**src/rtl/dpram_stream_reader.sv**
```systemverilog
// Read-side sequencer: walks len addresses from base_addr on a RAM read port and
// streams the words through a 2-entry skid FIFO. Optional macro: DPRAM_RD_WRAP_EN.
module dpram_stream_reader #(
    parameter int AWIDTH    = 10,
    parameter int DWIDTH    = 8,
    parameter int NUM_WORDS = 1024
) (
    input  logic              clk,
    input  logic              reset,
    input  logic              start,
    input  logic [AWIDTH-1:0] base_addr,
    input  logic [AWIDTH:0]   len,
    output logic              busy,
    output logic              done,
    output logic              err,
    output logic [AWIDTH-1:0] ram_addr,
    input  logic [DWIDTH-1:0] ram_rdata,
    output logic              m_valid,
    input  logic              m_ready,
    output logic [DWIDTH-1:0] m_data,
    output logic              m_last
);

    typedef enum logic [1:0] {IDLE, RUN, DRAIN} state_t;

    localparam logic [AWIDTH+1:0] NUM_W = (AWIDTH+2)'(NUM_WORDS);

    state_t            state, state_nxt;
    logic [AWIDTH:0]   len_r, issued;
    logic              inflight, inflight_last;
    logic [DWIDTH-1:0] head_data, tail_data;
    logic              head_last, tail_last;
    logic [1:0]        fifo_count;
    logic [2:0]        occ;
    logic              pop, issue, last_issue, accept, cmd_ok, len_ok;

`ifdef DPRAM_RD_WRAP_EN
    always_comb begin
        len_ok = (len != '0) && ((AWIDTH+2)'(len) <= NUM_W);
        cmd_ok = len_ok;
    end
`else
    logic [AWIDTH+1:0] end_addr;

    always_comb begin
        end_addr = (AWIDTH+2)'(base_addr) + (AWIDTH+2)'(len);
        len_ok   = (len != '0) && ((AWIDTH+2)'(len) <= NUM_W);
        cmd_ok   = len_ok && (end_addr <= NUM_W);
    end
`endif

    always_ff @(posedge clk) begin
        if (reset) state <= IDLE;
        else       state <= state_nxt;
    end

    always_comb begin
        state_nxt = state;
        case (state)
            IDLE:    if (accept) state_nxt = RUN;
            RUN:     if (issue && last_issue) state_nxt = DRAIN;
            DRAIN:   if (pop && head_last) state_nxt = IDLE;
            default: state_nxt = IDLE;
        endcase
    end

    // Occupancy counts the read already in the RAM pipeline so the FIFO can never overflow.
    always_comb begin
        busy       = (state != IDLE);
        m_valid    = (fifo_count != 2'd0);
        m_data     = head_data;
        m_last     = m_valid && head_last;
        pop        = m_valid && m_ready;
        accept     = (state == IDLE) && start && cmd_ok;
        occ        = 3'(fifo_count) + 3'(inflight) - 3'(pop);
        issue      = (state == RUN) && (occ < 3'd2);
        last_issue = (issued == len_r - (AWIDTH+1)'(1));
    end

    always_ff @(posedge clk) begin
        if (reset) begin
            done          <= 1'b0;
            err           <= 1'b0;
            ram_addr      <= '0;
            len_r         <= '0;
            issued        <= '0;
            inflight      <= 1'b0;
            inflight_last <= 1'b0;
            head_data     <= '0;
            tail_data     <= '0;
            head_last     <= 1'b0;
            tail_last     <= 1'b0;
            fifo_count    <= '0;
        end else begin
            done          <= (state == DRAIN) && pop && head_last;
            err           <= (state == IDLE) && start && !cmd_ok;
            inflight      <= issue;
            inflight_last <= issue && last_issue;
            if (accept) begin
                ram_addr <= base_addr;
                len_r    <= len;
                issued   <= '0;
            end else if (issue) begin
                ram_addr <= ram_addr + 1'b1;
                issued   <= issued + 1'b1;
            end
            case ({inflight, pop})
                2'b10: begin
                    if (fifo_count == 2'd0) begin
                        head_data <= ram_rdata;
                        head_last <= inflight_last;
                    end else begin
                        tail_data <= ram_rdata;
                        tail_last <= inflight_last;
                    end
                    fifo_count <= fifo_count + 2'd1;
                end
                2'b01: begin
                    head_data  <= tail_data;
                    head_last  <= tail_last;
                    fifo_count <= fifo_count - 2'd1;
                end
                2'b11: begin
                    if (fifo_count == 2'd1) begin
                        head_data <= ram_rdata;
                        head_last <= inflight_last;
                    end else begin
                        head_data <= tail_data;
                        head_last <= tail_last;
                        tail_data <= ram_rdata;
                        tail_last <= inflight_last;
                    end
                end
                default: ;
            endcase
        end
    end

endmodule

```
**config.mk**
```make
export PLATFORM = sky130hd
export DESIGN_NAME = dpram_stream_reader
export DESIGN_NICKNAME = d
export VERILOG_FILES = /design/src/rtl/dpram_stream_reader.sv
export SDC_FILE = /design/constraint.sdc
export NUM_CORES = 1
export LEC_CHECK = 0
export BUFFER_PORTS_ARGS = -buffer_cell sky130_fd_sc_hd__buf_2
export CORE_AREA = 3 3 136 86
export DETAILED_ROUTE_END_ITERATION = 16
export DIE_AREA = 0 0 139 89
export GPL_ROUTABILITY_DRIVEN = 0
export PLACE_DENSITY = 0.6
export SYNTH_ARGS = -nofsm -noshare
export SYNTH_HDL_FRONTEND = slang
export SYNTH_SLANG_ARGS = --single-unit
```
**constraint.sdc**
```tcl
create_clock -name clk -period 3 [get_ports clk]
set_clock_uncertainty 0.05 [all_clocks]
set_input_delay 0.45 -clock clk [delete_from_list [all_inputs] [get_ports clk]]
set_output_delay 0.45 -clock clk [all_outputs]
set_load 0.02 [all_outputs]
```
# Word-level counts from Yosys, hierarchy flattened
# Index checks and enable logic that the tools add are counted.
[word_totals] word_cells=82 ff_bits=58 out_inout_bits=23 in_bits=33
[op_classes] add_sub_neg=8 n_mux=19 order_cmp=3 n_eq_ne=13 n_reduce_logical=26
[op_table] operator="$mux 8" count=4
[op_table] operator="$pmux 8 s3" count=1
[op_table] operator="$mux 10" count=2
[op_table] operator="$pmux 8 s2" count=1
[op_table] operator="$add 10x11->12" count=1
[op_table] operator="$le 12x11->1 const B" count=1
[op_table] operator="$logic_and 1x1->1" count=12
[op_table] operator="$ne 2x2->1 const B" count=6
[op_table] operator="$add 11x1->11 const B" count=1
[op_table] operator="$eq 11x11->1" count=1
[op_table] operator="$le 11x11->1 const B" count=1
[op_table] operator="$reduce_bool 11->1" count=1
[op_table] operator="$sub 11x1->11 const B" count=1
[op_table] operator="$add 10x1->10 const B" count=1
[op_table] operator="$reduce_bool 2->1" count=5
[op_table] operator="$eq 2x1->1 const B" count=3
[op_table] operator="$eq 2x2->1 const B" count=3
[op_table] operator="$mux 2" count=3
[op_table] operator="$pmux 2 s3" count=1
[op_table] operator="$reduce_and 3->1" count=2
[op_table] operator="$logic_not 2->1" count=2
[op_table] operator="$mux 1" count=4
[op_table] operator="$pmux 2 s2" count=1
[op_table] operator="$add 2x1->3" count=1
[op_table] operator="10 further kinds" count=10

# Logic depth before layout (Yosys ltp)
[logic_depth] depth_word=8 mapped_depth=14 ltp_nobuf=13

# Worst setup path after synthesis
# No wires, ideal clock.
[synth_timing] kind="input to register" startpoint="in base_addr[0]" endpoint="reg len_r[7]" path_stages=10 arrival_time_ns=2.977 required_time_ns=2.818 slack_ns=-0.160 path_cell_list="ha_1 fa_1 or2_1 a2111oi_4 o2111ai_1 or4_4 o21a_4 buf_2 o21ai_0 a21oi_1"
[synth_between] elab_chain_cells=4
[synth_rtl] element="from (decl)" line="11" source="input logic [AWIDTH-1:0] base_addr,"
[synth_rtl] element="$add 10x11->12" line="46" source="end_addr = (AWIDTH+2)'(base_addr) + (AWIDTH+2)'(len);"
[synth_rtl] element="$le 12x11->1" line="48" source="cmd_ok = len_ok && (end_addr <= NUM_W);"
[synth_rtl] element="$logic_and 1x1->1" line="48"
[synth_rtl] element="$logic_and 1x1->1" line="74" source="accept = (state == IDLE) && start && cmd_ok;"
[synth_rtl] element="to (signal assigned)" line="101" source="len_r <= len;"
[synth_rtl] element="to (decl)" line="29" source="logic [AWIDTH:0] len_r, issued;"
# No other way between the ends.
# A chain may end at the register's enable or synchronous reset.

# Worst setup path in the final report
[layout_timing] startpoint="in base_addr[0]" endpoint="reg len_r[0]"
# Same word-level chain as after synthesis.

==> reports/summary.txt <==
detailed-route DRC error count: 0
io pins: 56
pin count of the biggest net entering global routing: 36
cell family with the largest share of critical-path delay: simple AND/OR/NAND/NOR gates
final wirelength: 10,800 um
Max stage delay on crit path: 510 ps
final number of max-transition violations: 0
Iteration-0 DRC Markers: 315
WP data required: 3190 ps
total number of yosys warnings: 0
status: finished, final reports clean
FF-to-FF End: state[0]$_SDFFE_PP0P_
final hold vios: 0
Worst R2R Setup Slack: 120 ps
clk slew on worst S/H paths: 50 ps
Synth Area in Adders: 7.63%
core box area: 10,500 um^2
Finished Cell Area: 4890 um^2
chip height: 89 um
setup TNS: 0 ps
Crit path top cell by count: buf_6
clk sinks: 58
Peak VDD IR: 446 uV
relative slew slack: 24.2%
setup violators final: 0
initial antenna violation count: 0
largest family of logic cells by synthesized area: simple AND/OR/NAND/NOR gates
post-synthesis mux area share: 3.02%
Horiz. Die Dim: 139 um
die area: 12,400 um^2
CP Cell Sequence: buf_6, ha_4, fa_1, or2_1, a2111oi_4, o2111ai_1, or4_4, buf_6, o21ai_4, buf_4, nand3_1, a21oi_1
vias per cell: 5.37
number of synthesized flops with an enable pin: 0
CP Launch Point: base_addr[0]
WP buf/inv: 3
first drt pass iteration count: 5
Layout area overhead: 34.2%
Lkg Pwr: 0.00205 uW
Syn Inst Count: 440
Clock Root Buffer: clkbuf_16
Primary FF master, synth: dfxtp_1
post-route clock period utilization: 98.9%
Post-CTS Hold Fix Bufs: 0
simple-gate portion of the synthesized area: 22.6%
Mapped Nets: 494
vias in the first global route: 3,291
sequential share of the synthesized area: 31.9%
worst r2r path cells: 14
fmax: 337 MHz
Inserted Clock Buffers: 9
All-Layer GR Usage: 16.9%
max-cap viol count: 0
Hold Crit Class: primary input to flop
DR vias: 3,638
leading cell type in the layout, fill and taps excluded: dfxtp_1
IO buf count: 55
CP endpoint: len_r[0]$_SDFFE_PP0P_
PwrDens: 660 nW/um^2
Syn Area/Cell: 8.27 um^2
placed standard-cell area: 4360 um^2
actual slew at the worst max-slew pin: 1130 ps
nets: 587
reg2reg start: fifo_count[0]$_SDFFE_PP0P_
H-tree levels: 3
CP max stage cell: or4_4
CP Data Arrival Time: 3160 ps
Post-Synth XOR/XNOR Area: 8.42%
Initial Utilization: 34.8%
Synth Area in Compound Gates: 21.5%
Routed WL per cell: 16.0 um
Critical Path Source Type: primary input
layout cell share with drive strength beyond 1: 29.2%
Core Util, Final: 46.8%
CTS tree: built
asr flop ratio synth: 0%
Rows: 29
antenna diode count: 0
DRT antenna net count: 0
Worst path depth: 12
RSZ-0062 raised after global routing: true
crit-path max FO: 6
mapped cell area: 3640 um^2
DP HPWL: 8170 um
worst skew pair latency: 320 ps
WHS: 338 ps
first-pass GRT wire length: 16,900 um
Worst setup EP type: flop
most frequent cells in the layout: 56 x dfxtp_1, 53 x buf_2, 47 x buf_4
Distinct cells, synth: 56
synthesized flop and latch total: 58
CTS max path bufs: 2
minimum clock period: 2970 ps
Setup Crit Path Kind: primary input to flop
gr ovfl total: 0
-- cells by family (layout without fill, tap and decap cells) --
family                     count (synthesis)  after routing
xor gates and xnor gates                  35             35
and+or+nand+nor                          163            163
buffers and inverters                     39            137
adders and majority gates                 21             21
muxes                                     11             11
AOI/OAI and AO/OA                        113            113
DFF                                       58             58
-- layout make-up --
type,instances,area (um^2)
clock buffer,15,288
tap,139,174
multi-input combinational,343,2460
inverter,15,56.3
clock inverter,1,30.0
timing repair buffer,106,717
sequential,58,1160
fill,1001,5560
-- per-stage QoR --
stage               setup WS [ps]  instances  power, uW
finish                       33.5        677       3230
global route                -89.2        677       3420
CTS                         -41.0        674       3100
detailed placement           -297        658       2020
global placement             -248        658       2000
floorplan                   -4.60        440       1650
-- timing repair --
item / in CTS / in global routing
endpoints found under the setup margin: 4 / 36
gates resized for setup: 5 / 33
setup buffers: 0 / 2
gates cloned: 0 / 1
hold endpoints to repair: 0 / 0
pin swaps: 1 / 12
-- worst min path at each step --
| stage | from | endpoint | slack (ps) | cells after the start |
|---|---|---|---|---|
| 6_report | ram_rdata[2] | tail_data[2]$_SDFFE_PP0P_ | 340 | 3 |
| 3_5_place_dp | head_last$_SDFFE_PP0P_ | done$_SDFF_PP0_ | 430 | 2 |
| 4_1_cts | ram_rdata[4] | tail_data[4]$_SDFFE_PP0P_ | 330 | 3 |
| 2_1_floorplan | head_last$_SDFFE_PP0P_ | done$_SDFF_PP0_ | 390 | 2 |
| 5_1_grt | ram_rdata[4] | tail_data[4]$_SDFFE_PP0P_ | 330 | 3 |
| 3_3_place_gp | head_last$_SDFFE_PP0P_ | done$_SDFF_PP0_ | 420 | 2 |
-- layer usage --
metal | GRT usage, % | part of all wire (%)
met1 | 25.3 | 50
met5 | 0 | 0
met2 | 23.7 | 42
met4 | 4.00 | 0.60
met3 | 4.92 | 7.4
-- report_power, final --
part	internal, uW	leakage [uW]	switching (uW)
Combinational	540	0.00143	681
Clock	733	0.000156	330
Sequential	872	0.000471	70.4
Total	2140	0.00205	1080
-- cells in the mapped netlist (5+ instances only) --
library cell | instances | area, um^2
nor3_1 | 18 | 90.1
nor2_1 | 41 | 154
nor2b_1 | 7 | 43.8
nand2_1 | 26 | 97.6
mux2i_1 | 11 | 110
a22oi_1 | 10 | 75.1
inv_1 | 15 | 56.3
xor2_1 | 10 | 87.6
nand4_1 | 9 | 56.3
a211oi_1 | 15 | 113
a31oi_1 | 5 | 31.3
and3_1 | 5 | 31.3
o21ai_0 | 14 | 70.1
o21ai_1 | 8 | 40.0
xnor2_1 | 25 | 219
nand3_1 | 29 | 145
a21oi_1 | 26 | 130
ha_1 | 19 | 238
clkbuf_1 | 14 | 52.6
dfxtp_1 | 58 | 1160
nand2b_1 | 5 | 31.3
a21o_1 | 7 | 52.6
-- sequential cells by signal (all words and copies together), names as in the netlist --
| name | flops |
|---|---|
| done | 1 |
| inflight_last | 1 |
| tail_last | 1 |
| state | 2 |
| issued | 11 |
| fifo_count | 2 |
| m_data | 8 |
| len_r | 11 |
| ram_addr | 10 |
| tail_data | 8 |
| err | 1 |
| head_last | 1 |
| inflight | 1 |
-- worst min-delay path: cells and delay by family --
kind,cells,cell delay (ps)
multiplexers,1,60
buffers and inverters,1,90
AND/OR/NAND/NOR,1,80
Power figures use the tool's default switching activity.
